<file path="src/rtl/shifter_multicycle_if.sv">
// Request/result handshake bundle for the multicycle shifter.
// The producer drives the request side and the consumer drives o_ready.
interface shifter_multicycle_if #(
    parameter int N = 32
);
    localparam int L = $clog2(N);

    logic         i_valid;
    logic         i_ready;
    logic [N-1:0] in;
    logic [L-1:0] shamt;
    logic [1:0]   mode;
    logic         o_valid;
    logic         o_ready;
    logic [N-1:0] out;

    modport slave (
        input  i_valid,
        input  in,
        input  shamt,
        input  mode,
        input  o_ready,
        output i_ready,
        output o_valid,
        output out
    );

    modport master (
        output i_valid,
        output in,
        output shamt,
        output mode,
        output o_ready,
        input  i_ready,
        input  o_valid,
        input  out
    );
endinterface

</file>
<file path="src/rtl/shifter_multicycle.sv">
// Barrel shifter that applies one power-of-two stage per cycle (L = log2(N) stages),
// supporting SLL, SRL, SRA and ROR with a valid/ready request and result handshake.
module shifter_multicycle #(
    parameter int N = 32
) (
    input  logic                 clk,
    input  logic                 rst,
    shifter_multicycle_if.slave  bus
);
    localparam int L = $clog2(N);

    localparam logic [1:0] MODE_SLL = 2'b00;
    localparam logic [1:0] MODE_SRL = 2'b01;
    localparam logic [1:0] MODE_SRA = 2'b10;

    typedef enum logic [1:0] {
        S_IDLE  = 2'd0,
        S_SHIFT = 2'd1,
        S_DONE  = 2'd2
    } state_t;

    state_t       state_q, state_d;
    logic [L-1:0] k_q, k_d;
    logic [L-1:0] shamt_q, shamt_d;
    logic [1:0]   mode_q, mode_d;
    logic [N-1:0] work_q, work_d;

    logic [N-1:0] stage_res [L];
    logic [N-1:0] stage_val;

    // One candidate result per stage; stage gi shifts by a fixed 2^gi.
    // SRA keeps the MSB intact, so the working register's MSB is always the latched sign.
    genvar gi;
    generate
        for (gi = 0; gi < L; gi++) begin : g_stage
            localparam int SH = 1 << gi;
            logic [N-1:0] sll_v;
            logic [N-1:0] srl_v;
            logic [N-1:0] sra_v;
            logic [N-1:0] ror_v;

            assign sll_v = work_q << SH;
            assign srl_v = work_q >> SH;
            assign sra_v = $signed(work_q) >>> SH;
            assign ror_v = (work_q >> SH) | (work_q << (N - SH));

            assign stage_res[gi] = (mode_q == MODE_SLL) ? sll_v :
                                   (mode_q == MODE_SRL) ? srl_v :
                                   (mode_q == MODE_SRA) ? sra_v : ror_v;
        end
    endgenerate

    always_comb begin
        stage_val = work_q;
        for (int j = 0; j < L; j++) begin
            if ((k_q == L'(j)) && shamt_q[j]) begin
                stage_val = stage_res[j];
            end
        end
    end

    always_comb begin
        state_d = state_q;
        k_d     = k_q;
        shamt_d = shamt_q;
        mode_d  = mode_q;
        work_d  = work_q;
        case (state_q)
            S_IDLE: begin
                if (bus.i_valid) begin
                    work_d  = bus.in;
                    shamt_d = bus.shamt;
                    mode_d  = bus.mode;
                    k_d     = '0;
                    state_d = S_SHIFT;
                end
            end
            S_SHIFT: begin
                work_d = stage_val;
                if (k_q == L'(L - 1)) begin
                    k_d     = '0;
                    state_d = S_DONE;
                end else begin
                    k_d = k_q + L'(1);
                end
            end
            S_DONE: begin
                if (bus.o_ready) begin
                    state_d = S_IDLE;
                end
            end
            default: begin
                state_d = S_IDLE;
            end
        endcase
    end

    always_ff @(posedge clk) begin
        if (rst) begin
            state_q <= S_IDLE;
            k_q     <= '0;
            shamt_q <= '0;
            mode_q  <= '0;
            work_q  <= '0;
        end else begin
            state_q <= state_d;
            k_q     <= k_d;
            shamt_q <= shamt_d;
            mode_q  <= mode_d;
            work_q  <= work_d;
        end
    end

    assign bus.i_ready = (state_q == S_IDLE);
    assign bus.o_valid = (state_q == S_DONE);
    assign bus.out     = work_q;
endmodule
</file>
<file path="src/flat_wrapper.sv">
// flat-port wrapper written by rule: the top's interface ports become plain ports
module shifter_multicycle_flat 
#(
    parameter int N = 32
)
  (clk, rst, bus_i_valid, bus_in, bus_shamt, bus_mode, bus_o_ready, bus_i_ready, bus_o_valid, bus_out);
  shifter_multicycle_if #(.N(N)) bus_i ();
  input  logic clk;
  input  logic rst;
  input wire logic [$bits(bus_i.i_valid)-1:0] bus_i_valid;
  input wire logic [$bits(bus_i.in)-1:0] bus_in;
  input wire logic [$bits(bus_i.shamt)-1:0] bus_shamt;
  input wire logic [$bits(bus_i.mode)-1:0] bus_mode;
  input wire logic [$bits(bus_i.o_ready)-1:0] bus_o_ready;
  output wire logic [$bits(bus_i.i_ready)-1:0] bus_i_ready;
  output wire logic [$bits(bus_i.o_valid)-1:0] bus_o_valid;
  output wire logic [$bits(bus_i.out)-1:0] bus_out;
  assign bus_i.i_valid = bus_i_valid;
  assign bus_i.in = bus_in;
  assign bus_i.shamt = bus_shamt;
  assign bus_i.mode = bus_mode;
  assign bus_i.o_ready = bus_o_ready;
  assign bus_i_ready = bus_i.i_ready;
  assign bus_o_valid = bus_i.o_valid;
  assign bus_out = bus_i.out;
  shifter_multicycle #(.N(N)) u_core (.clk(clk), .rst(rst), .bus(bus_i));
endmodule
</file>
<file path="config.mk">
export PLATFORM = sky130hd
export DESIGN_NAME = shifter_multicycle_flat
export DESIGN_NICKNAME = d
export VERILOG_FILES = /design/src/rtl/shifter_multicycle_if.sv /design/src/rtl/shifter_multicycle.sv /design/src/flat_wrapper.sv
export SDC_FILE = /design/constraint.sdc
export NUM_CORES = 1
export LEC_CHECK = 0
export ABC_AREA = 1
export BUFFER_PORTS_ARGS = -buffer_cell sky130_fd_sc_hd__buf_2
export CAP_MARGIN = 30
export CELL_PAD_IN_SITES_DETAIL_PLACEMENT = 0
export CELL_PAD_IN_SITES_GLOBAL_PLACEMENT = 1
export CORE_ASPECT_RATIO = 0.8
export CORE_UTILIZATION = 38
export CTS_CLUSTER_DIAMETER = 50
export DETAILED_ROUTE_END_ITERATION = 8
export GPL_TIMING_DRIVEN = 0
export PLACE_DENSITY = 0.83
export SYNTH_ARGS = -nofsm -noshare
export SYNTH_HDL_FRONTEND = slang
export SYNTH_SLANG_ARGS = --single-unit
export TNS_END_PERCENT = 100
</file>
<file path="constraint.sdc">
create_clock -name clk -period 1.7 [get_ports clk]
set_input_delay 0.255 -clock clk [delete_from_list [all_inputs] [get_ports clk]]
set_output_delay 0.255 -clock clk [all_outputs]
set_load 0.05 [all_outputs]
</file>
==> summary.txt, run 1 <==
share of layout cells above drive strength 1 = 32.58%
worst vdd ir = 0.0005656 V
worst setup margin = -0.2566 ns
Cells after DPL = 1028
Avg WL per Cell = 23.98 um
Seq/Total Area, Yosys = 21.22%
clk buf depth = 2
area grow syn2layout = 44.88%
port bufs = 75
hold_ws = 0.1794 ns
Initial DRC Count = 1008
Yosys top cell area share = 26.46%
crit share post-route = 115.1%
Slew @ Worst Pin = 0.6228 ns
max-cap violation count = 0
# hold bufs at CTS = 0
GRT overflow = 0
Crit. End Element = flip-flop
worst hold path class = input pin to flip-flop
Synth Instances = 809
RSZ-0062 raised after global routing = yes
initial antenna violation count = 0
Initial Util = 39.55%
Final setup viols = 32
die width = 121.5 um
GRT Overall Usage = 43.70%
post-synthesis net count = 856
flop2flop setup slack = -0.26 ns
clock skew = 0.006342 ns
Post-route DRC = 0
commonest non-fill, non-tap cell in the layout = nand2_1
# diodes = 0
core region area = 0.01098 mm2
Max Fclk = 0.5111 GHz
power per cell area = 933.3 mW/mm2
Relative slew margins = 58.48%
Yosys reg bits = 46
GP Congestion = 1.058
# fillers = 1122
CP startpoint = u_core.k_q[1]$_SDFFE_PP0P_
first-pass GRT wire length = 37970 um
clk root buf = clkbuf_16
Via Count = 6579
Detailed Routing Iterations Pass 1 = 7
Syn. warnings = 0
Reg2Reg Launch Point = u_core.k_q[1]$_SDFFE_PP0P_
CTS Buf Count = 5
Hold Path Origin = bus_shamt[1]
failing checks = setup timing
clock transition at the registers of the reported paths = 0.08 ns
Fin. Hold Viols = 0
synthesized area = 0.004340 mm2
Startpoint Class = flip-flop
Critical Path RT = 1.93 ns
largest fanout on the critical path = 5
vias in the first global route = 6222
DIE HEIGHT = 97.59 um
Cell Count, Final, Fillers Out = 1071
Setup TNS = -4.398 ns
fin crit period = 1.957 ns
# rows = 34
Final Max Slew Viols = 0
top cells by area, synth = nand2_1 (26%), dfxtp_1 (21%), a21oi_1 (13%)
critical path class = flip-flop to flip-flop
crit path DAT = 2.19 ns
clock sinks = 46
full die area = 0.01186 mm2
I/O pins = 77
Lkg Pwr = 3.149 nW
Avg Inst Size Synth = 5.365 um2
R2R cell count = 13
hold worst-path end = u_core.shamt_q[1]$_SDFFE_PP0P_
post-detailed-route via-to-cell ratio = 6.143
H-tree Lvls = 2
post-synth top area cell = nand2_1
DRT antenna net count = 0
most frequent cells in the layout = nand2_1 (249), nand3_1 (95), a21oi_1 (79), buf_2 (77), inv_1 (60)
dpl hpwl = 17680 um
layout net count = 973
distinct cell type count after synthesis = 30
Worst-Skew Late Latency = 0.31 ns
final WL = 25690 um
CTS tree = yes
outcome = finished, violations left
Reg2Reg Capture Point = u_core.bus.out[8]$_SDFFE_PP0P_
pin count of the biggest net entering global routing = 17
hold path depth = 3
-- synthesized netlist by cell type --
| master | count |
|---|---|
| nand3b_1 | 3 |
| nor2_2 | 2 |
| inv_1 | 64 |
| nand4_1 | 3 |
| nand2_1 | 306 |
| a221oi_1 | 1 |
| ha_1 | 4 |
| a41oi_1 | 1 |
| a31oi_1 | 8 |
| nand2_4 | 1 |
| or2_2 | 1 |
| o211ai_1 | 4 |
| dfxtp_1 | 46 |
| buf_1 | 1 |
| o21ai_0 | 41 |
| o21a_1 | 1 |
| a21oi_1 | 114 |
| o2111ai_1 | 1 |
| xor2_1 | 1 |
| clkbuf_1 | 16 |
| xnor2_1 | 1 |
| nand3_1 | 107 |
| buf_4 | 9 |
| inv_2 | 2 |
| nor2_1 | 40 |
| buf_2 | 24 |
| nor2_4 | 3 |
| o21ai_1 | 2 |
| a211oi_1 | 1 |
| nand2_2 | 1 |
-- power breakdown --
group	leakage, nW	internal, W	total (W)	switching [W]
sequential	0.384	0.00123	0.00148	0.000253
clock	0.0704	0.000556	0.00108	0.000526
combinational	2.69	0.00107	0.00330	0.00224
total	3.15	0.00285	0.00587	0.00302
-- cells by family after synthesis --
group / Yosys count / synth area share (%)
simple gates: 467 / 44.83
compound gates: 174 / 20.90
buf+inv: 116 / 11.50
fa+ha+maj: 4 / 1.153
xor+xnor: 2 / 0.4036
flops: 46 / 21.22
-- metal layers --
| layer | vias up | GRT usage (%) | wire length [um] |
|---|---|---|---|
| li1 | 2876 | - | - |
| met1 | 3036 | 62.09 | 10800 |
| met2 | 549 | 61.58 | 10160 |
| met3 | 118 | 10.04 | 3287 |
| met4 | 0 | 19.75 | 1433 |
| met5 | - | 0 | 0 |
-- repair_timing --
| action | in CTS | in global routing |
|---|---|---|
| pin swaps | 24 | 11 |
| cloned | 6 | 1 |
| gates resized for setup | 169 | 91 |
| endpoints found under the setup margin | 33 | 40 |
| endpoints found under the hold margin | 0 | 0 |
| setup buffers | 27 | 3 |
-- metrics by stage --
| step | worst slack [ns] | cell area, um2 | utilization [%] | total power [W] |
|---|---|---|---|---|
| floorplan | 0.03814 | 4340 | - | 0.003109 |
| global placement | -0.5812 | 4896 | 44.61 | 0.003924 |
| detailed placement | -0.6376 | 4896 | 44.61 | 0.003936 |
| CTS | -0.09565 | 5952 | 54.23 | 0.005541 |
| global route | -0.2909 | 6289 | 57.30 | 0.006101 |
| finish | -0.2566 | 6289 | 57.30 | 0.005869 |
-- worst max-delay path: stages, from the launching register on --
cell	delay, ns
dfxtp_4	0.39
inv_4	0.08
ha_4	0.13
nand2_4	0.06
nor2_4	0.18
nor2_1	0.06
nand4_1	0.15
nand2_4	0.09
buf_12	0.14
buf_12	0.14
buf_16	0.15
nand2_1	0.05
nand2_1	0.07
a21oi_2	0.19
-- registers in the layout, summed over array words and instances, names as in the netlist --
name            count
u_core.bus.out     32
u_core.k_q          5
u_core.shamt_q      5
u_core.mode_q       2
u_core.state_q      2
-- worst max-delay path by stage --
stage,to,slack (ns)
finish,u_core.bus.out[8]$_SDFFE_PP0P_,-0.26
global route,u_core.bus.out[8]$_SDFFE_PP0P_,-0.29
CTS,u_core.bus.out[13]$_SDFFE_PP0P_,-0.1
detailed placement,u_core.bus.out[12]$_SDFFE_PP0P_,-0.64
global placement,u_core.bus.out[9]$_SDFFE_PP0P_,-0.58
floorplan,u_core.bus.out[26]$_SDFFE_PP0P_,0.04
-- cell type report --
class | count | area (um2) | area share, %
Tap cell | 144 | 180.2 | 2.865
Timing Repair Buffer | 111 | 832.0 | 13.23
Multi-Input combinational cell | 647 | 3477 | 55.29
Buffer | 49 | 457.9 | 7.282
Inverter | 66 | 255.2 | 4.059
Clock buffer | 5 | 125.1 | 1.990
Sequential cell | 46 | 935.9 | 14.88
Clock inverter | 3 | 25.02 | 0.3979
Power figures use the tool's default switching activity.
==> inputs of run 2 (changes only) <==
Settings changed: ABC_CLOCK_PERIOD_IN_PS set to 1700, SETUP_SLACK_MARGIN set to 0.02.
==> run 2 against run 1 <==
  * The run still ends with setup timing left
  * Sequential power barely moved
  * Die area did not move
  * Maximum frequency rose by 1.3%
  * Worst setup slack improved by 0.024 ns
  * Sequential cell count did not move
  * Final cell count barely moved
  * Via count rose by 0.62%
  * Routed wire length barely moved
  * Cell area rose by 0.16%
  * Core utilization rose by 0.091 points
  * Critical endpoint unchanged
==> summary.txt, run 2 (synthesized netlist as in run 1, its figures left out) <==
outcome = finished, violations left
failing checks = setup timing
share of layout cells above drive strength 1 = 32.54% (-0.035 points)
Lkg Pwr = 3.154 nW (+0.17%)
Slew @ Worst Pin = 0.6207 ns (-0.002066 ns)
power per cell area = 932.9 mW/mm2 (about the same)
port bufs = 75 (unchanged)
CP peak stage delay = 0.38 ns (about the same)
CP cell instances = inv_4 > ha_4 > nand2_4 > nor2_4 > nor2_1 > nand4_1 > nand2_4 > buf_12 > buf_12 > buf_16 > nand2_1 > nand2_1 > a21oi_2
GP Congestion = 1.058 (unchanged)
Worst-Skew Late Latency = 0.31 ns (about the same)
# rows = 34 (unchanged)
post-detailed-route via-to-cell ratio = 6.175 (+0.53%)
Crit. End Element = flip-flop
initial antenna violation count = 0 (unchanged)
pin count of the biggest net entering global routing = 17 (unchanged)
# hold bufs at CTS = 0 (unchanged)
CTS Buf Count = 5 (unchanged)
design area = 0.006299 mm2 (+0.16%)
Final Max Slew Viols = 0 (unchanged)
Detailed Routing Iterations Pass 1 = 5 (-2)
fin crit period = 1.932 ns (-0.02418 ns)
Area after DPL = 0.004896 mm2 (unchanged)
max-cap violation count = 0 (unchanged)
met3 WL = 3540 um (+7.7%)
crit share post-route = 113.7% (-1.4 points)
pre-CTS WS = -0.6376 ns (unchanged)
clk root buf = clkbuf_16
CTS tree = yes
DIE HEIGHT = 97.59 um (unchanged)
Critical Path RT = 1.94 ns (about the same)
dpl hpwl = 17680 um (unchanged)
area grow syn2layout = 45.11%
met1 wire length = 10600 um (-1.9%)
clock skew = 0.007993 ns (+0.001651 ns)
final WL = 25710 um (about the same)
Avg WL per Cell = 23.98 um (about the same)
post-layout util = 57.39% (+0.091 points)
RSZ-0062 raised after global routing = yes
DRT antenna net count = 0 (unchanged)
I/O pins = 77 (unchanged)
commonest non-fill, non-tap cell in the layout = nand2_1
core region area = 0.01098 mm2 (unchanged)
# diodes = 0 (unchanged)
crit path max-delay cell type = dfxtp_4
H-tree Lvls = 2 (unchanged)
Post-route DRC = 0 (unchanged)
first-pass GRT wire length = 37970 um (unchanged)
clock transition at the registers of the reported paths = 0.08 ns (about the same)
max FFs per register = 32 (unchanged)
worst setup margin = -0.2325 ns (+0.02418 ns)
met2 WL = 10200 um (+0.37%)
critical path class = flip-flop to flip-flop
clock sinks = 46 (unchanged)
worst hold path class = input pin to flip-flop
Startpoint Class = flip-flop
vias in the first global route = 6222 (unchanged)
die width = 121.5 um (unchanged)
Relative slew margins = 58.62% (+0.14 points)
Final setup viols = 32 (unchanged)
Via Count = 6620 (+0.62%)
most frequent cells in the layout = nand2_1 (249), nand3_1 (97), a21oi_1 (80), buf_2 (76), inv_1 (60)
full die area = 0.01186 mm2 (unchanged)
layout net count = 974 (+0.10%)
Initial Util = 39.55% (unchanged)
Highest Signal Layer = met4
Initial DRC Count = 923 (-8.4%)
largest fanout on the critical path = 5 (unchanged)
clk buf depth = 2 (unchanged)
GRT overflow = 0 (unchanged)
worst vdd ir = 0.0005668 V (+0.22%)
Max Fclk = 0.5175 GHz (+1.3%)
Fin. Hold Viols = 0 (unchanged)
GRT Overall Usage = 43.70% (unchanged)
crit path DAT = 2.17 ns (-0.02 ns)
[run 2: through the flow]
stage,std cells,power [W],hold slack (ns),setup TNS (ns)
after floorplan,809,0.003109,0.3899,0
after global placement,1028,0.003924,0.4793,-13.16
after detailed placement,1028,0.003936,0.4900,-14.30
after CTS,1069,0.005541,0.1838,-1.825
after global routing,1072,0.006106,0.2037,-6.059
final,1072,0.005876,0.1804,-4.171
[run 2: layer usage]
metal  global-route usage (%)  up-vias
li1                         -     2886
met1                    62.09     3060
met2                    61.58      559
met3                    10.04      115
met4                    19.75        0
met5                        0        -
[run 2: worst paths after layout]
path / startpoint / end / slack, ns / cells past startpoint
max reg2reg: u_core.k_q[1]$_SDFFE_PP0P_ / u_core.bus.out[8]$_SDFFE_PP0P_ / -0.23 / 13
min: bus_shamt[1] / u_core.shamt_q[1]$_SDFFE_PP0P_ / 0.18 / 3
max: u_core.k_q[1]$_SDFFE_PP0P_ / u_core.bus.out[8]$_SDFFE_PP0P_ / -0.23 / 13
min reg2reg: u_core.bus.out[26]$_SDFFE_PP0P_ / u_core.bus.out[26]$_SDFFE_PP0P_ / 0.54 / 2
[run 2: critical path: cells and delay by family, from the launching register on]
kind / cells / cell delay, ns
flops: 1 / 0.38
simple gates: 7 / 0.67
buf+inv: 4 / 0.51
fa+ha+maj: 1 / 0.13
compound gates: 1 / 0.17
[run 2: layout make-up]
| class | count | area, um2 |
|---|---|---|
| fillers | 1108 | 4677 |
| flip-flops and latches | 46 | 937.1 |
| plain buffers | 50 | 469.2 |
| inverters | 66 | 255.2 |
| clock buffers | 5 | 125.1 |
| well taps | 144 | 180.2 |
| repair buffers | 111 | 832.0 |
| clock inverters | 3 | 25.02 |
| multi-input cells | 647 | 3475 |
[run 2: power by group]
part           leakage, nW  switching (W)  internal (W)
clock network       0.0704       0.000524      0.000556
registers            0.384       0.000252       0.00123
logic                 2.70        0.00224       0.00107
[run 2: timing repair]
item                       CTS  global route
hold endpoints to repair     0             0
pin swaps                   24            11
gates cloned                 6             1
setup endpoints to repair   34            41
gates resized for setup    169            95
setup buffers               27             3
==> inputs of run 3 (changes only) <==
Settings changed: CORE_MARGIN set to 8, SLEW_MARGIN set to 25.
==> run 3 against run 2 <==
  * Core utilization shrank 2.5 points
  * Critical endpoint is now u_core.bus.out[27]$_SDFFE_PP0P_
  * Power shrank 2.9%
  * The flow finishes with violations (DRC, setup timing)
  * Via count shrank 2.9%
  * First-iteration DRC count grew 18%
  * Register-to-register slack gained 0.098 ns
  * Count of clock-buffer cells in the layout grew 1
==> summary.txt, run 3 (synthesized netlist as in run 1, its figures left out) <==
outcome = finished, violations left
failing checks = DRC, setup timing
max FFs per register = 32 (unchanged)
dpl hpwl = 17160 um (-2.9%)
crit share post-route = 107.9% (-5.8 points)
GRT Overall Usage = 30.66% (-13 points)
H-tree Lvls = 2 (unchanged)
RSZ-0062 raised after global routing = yes
GRT overflow = 0 (unchanged)
CP cell instances = nor2_4 > nand2_4 > buf_12 > nor2_4 > buf_6 > buf_6 > o2111ai_1 > nand2_1 > nand2_1 > nand2_1 > a21oi_2
clock transition at the registers of the reported paths = 0.07 ns (about the same)
Final Max Slew Viols = 0 (unchanged)
GP Congestion = 1.012 (-4.4%)
Logic pwr share = 55.8% (-0.6 points)
CTS Buf Count = 5 (unchanged)
Avg WL per Cell = 23.38 um (-2.5%)
post-detailed-route via-to-cell ratio = 6.017 (-2.6%)
Crit. End Element = flip-flop
Reg2Reg Capture Point = u_core.bus.out[27]$_SDFFE_PP0P_
Worst-Skew Late Latency = 0.30 ns (about the same)
end point of the critical path = u_core.bus.out[27]$_SDFFE_PP0P_
crit path max-delay cell type = dfxtp_4
Final setup viols = 32 (unchanged)
CP startpoint = u_core.k_q[2]$_SDFFE_PP0P_
Net Sw Frac = 51.31% (-0.086 points)
clk root buf = clkbuf_16
max-cap violation count = 0 (unchanged)
layout net count = 967 (-0.72%)
Startpoint Class = flip-flop
power per cell area = 916.2 mW/mm2 (-1.8%)
core region area = 0.01134 mm2 (+3.3%)
DRT antenna net count = 0 (unchanged)
hold_ws = 0.1792 ns (-0.001188 ns)
Relative slew margins = 51.74% (-6.9 points)
# hold bufs at CTS = 0 (unchanged)
Post-route DRC = 1 (+1)
switching power = 0.002927 W (-3.1%)
clock skew = 0.004303 ns (-0.003689 ns)
worst vdd ir = 0.0005455 V (-3.8%)
# rows = 35 (+2.9%)
Initial DRC Count = 1090 (+18%)
critical path class = flip-flop to flip-flop
Final Power = 0.005704 W (-2.9%)
Cells after DPL = 1032 (+0.39%)
Max Fclk = 0.5451 GHz (+5.3%)
crit path DAT = 2.03 ns (-0.14 ns)
most frequent cells in the layout = nand2_1 (251), nand3_1 (93), buf_2 (80), a21oi_1 (73), inv_1 (58)
DIE HEIGHT = 111.6 um (+14%)
first-pass GRT wire length = 35470 um (-6.6%)
Reg2Reg Launch Point = u_core.k_q[2]$_SDFFE_PP0P_
internal power = 0.002778 W (-2.8%)
Lkg Pwr = 3.119 nW (-1.1%)
R2R cell count = 11 (-2)
flop2flop setup slack = -0.13 ns (+0.10 ns)
I/O pins = 77 (unchanged)
Initial Util = 38.27% (-1.3 points)
Crit path top cell by count = nand2_1
Clock Power Share = 17.9% (-0.5 points)
worst setup margin = -0.1347 ns (+0.09780 ns)
# diodes = 0 (unchanged)
share of layout cells above drive strength 1 = 32.17% (-0.37 points)
area grow syn2layout = 43.44%
largest fanout on the critical path = 10 (+5)
Critical Path RT = 1.89 ns (-0.05 ns)
clock sinks = 46 (unchanged)
Slew @ Worst Pin = 0.7239 ns (+0.1032 ns)
die width = 135.5 um (+12%)
port bufs = 75 (unchanged)
worst hold path class = input pin to flip-flop
commonest non-fill, non-tap cell in the layout = nand2_1
vias in the first global route = 5813 (-6.6%)
Cell Count, Final, Fillers Out = 1068 (-0.37%)
clk buf depth = 2 (unchanged)
full die area = 0.01512 mm2 (+28%)
initial antenna violation count = 0 (unchanged)
Detailed Routing Iterations Pass 1 = 9 (+4)
Reg power frac = 26.3% (+1.1 points)
Fin. Hold Viols = 0 (unchanged)
final WL = 24970 um (-2.9%)
Via Count = 6426 (-2.9%)
fin crit period = 1.835 ns (-0.09780 ns)
CTS tree = yes
pin count of the biggest net entering global routing = 14 (-3)
pre-CTS WS = -0.4836 ns (+0.1540 ns)
CP peak stage delay = 0.37 ns (about the same)
## run 3: through the flow
step	TNS [ns]	cell area [um2]	util, %
finish	-2.564	6226	54.89
global route	-3.795	6226	54.89
CTS	-0.1593	5547	48.90
detailed placement	-13.23	4901	43.21
global placement	-13.26	4901	43.21
floorplan	0	4340	-
## run 3: worst max-delay path: cells and delay by family, from the launching register on
| kind | cells | cell delay, ns |
|---|---|---|
| simple gates | 6 | 0.68 |
| flops | 1 | 0.37 |
| compound gates | 2 | 0.18 |
| buf+inv | 3 | 0.48 |
## run 3: area by class of cell
type	instances	area [um2]
Fill cell	1210	5116
Multi-Input combinational cell	648	3502
Sequential cell	46	935.9
Timing Repair Buffer	104	738.2
Buffer	49	475.5
Inverter	66	252.7
Tap cell	148	185.2
Clock buffer	6	128.9
Clock inverter	1	7.507
## run 3: power by group through the flow
stage               Clock (W)  Sequential (W)  Combinational (W)
finish                0.00102         0.00150            0.00318
global route          0.00105         0.00150            0.00336
CTS                   0.00102         0.00147            0.00267
detailed placement          0         0.00148            0.00243
global placement            0         0.00149            0.00245
floorplan                   0         0.00182            0.00129
## run 3: how the worst min path moves through the flow
stage	from	endpoint	slack, ns	depth (start not counted)
final	bus_shamt[4]	u_core.shamt_q[4]$_SDFFE_PP0P_	0.18	3
after global routing	bus_shamt[1]	u_core.shamt_q[1]$_SDFFE_PP0P_	0.20	3
after CTS	bus_shamt[4]	u_core.shamt_q[4]$_SDFFE_PP0P_	0.19	3
after detailed placement	u_core.k_q[4]$_SDFFE_PP0P_	u_core.k_q[4]$_SDFFE_PP0P_	0.48	2
after global placement	u_core.k_q[4]$_SDFFE_PP0P_	u_core.k_q[4]$_SDFFE_PP0P_	0.48	2
after floorplan	bus_shamt[2]	u_core.shamt_q[2]$_SDFFE_PP0P_	0.39	2
## run 3: timing repair
item                       in CTS  in global routing
buffers inserted               17                  5
resized for setup             109                152
hold endpoints to repair        0                  0
setup endpoints to repair      33                 34
gates cloned                    4                  4
pin swaps                      11                 27
## run 3: routing by layer
metal	vias to the layer above	wire length, um	track usage, %
met2	532	10140	41.94
li1	2865	-	-
met1	2933	10360	43.30
met5	-	0	0
met3	96	3493	9.676
met4	0	981	11.30
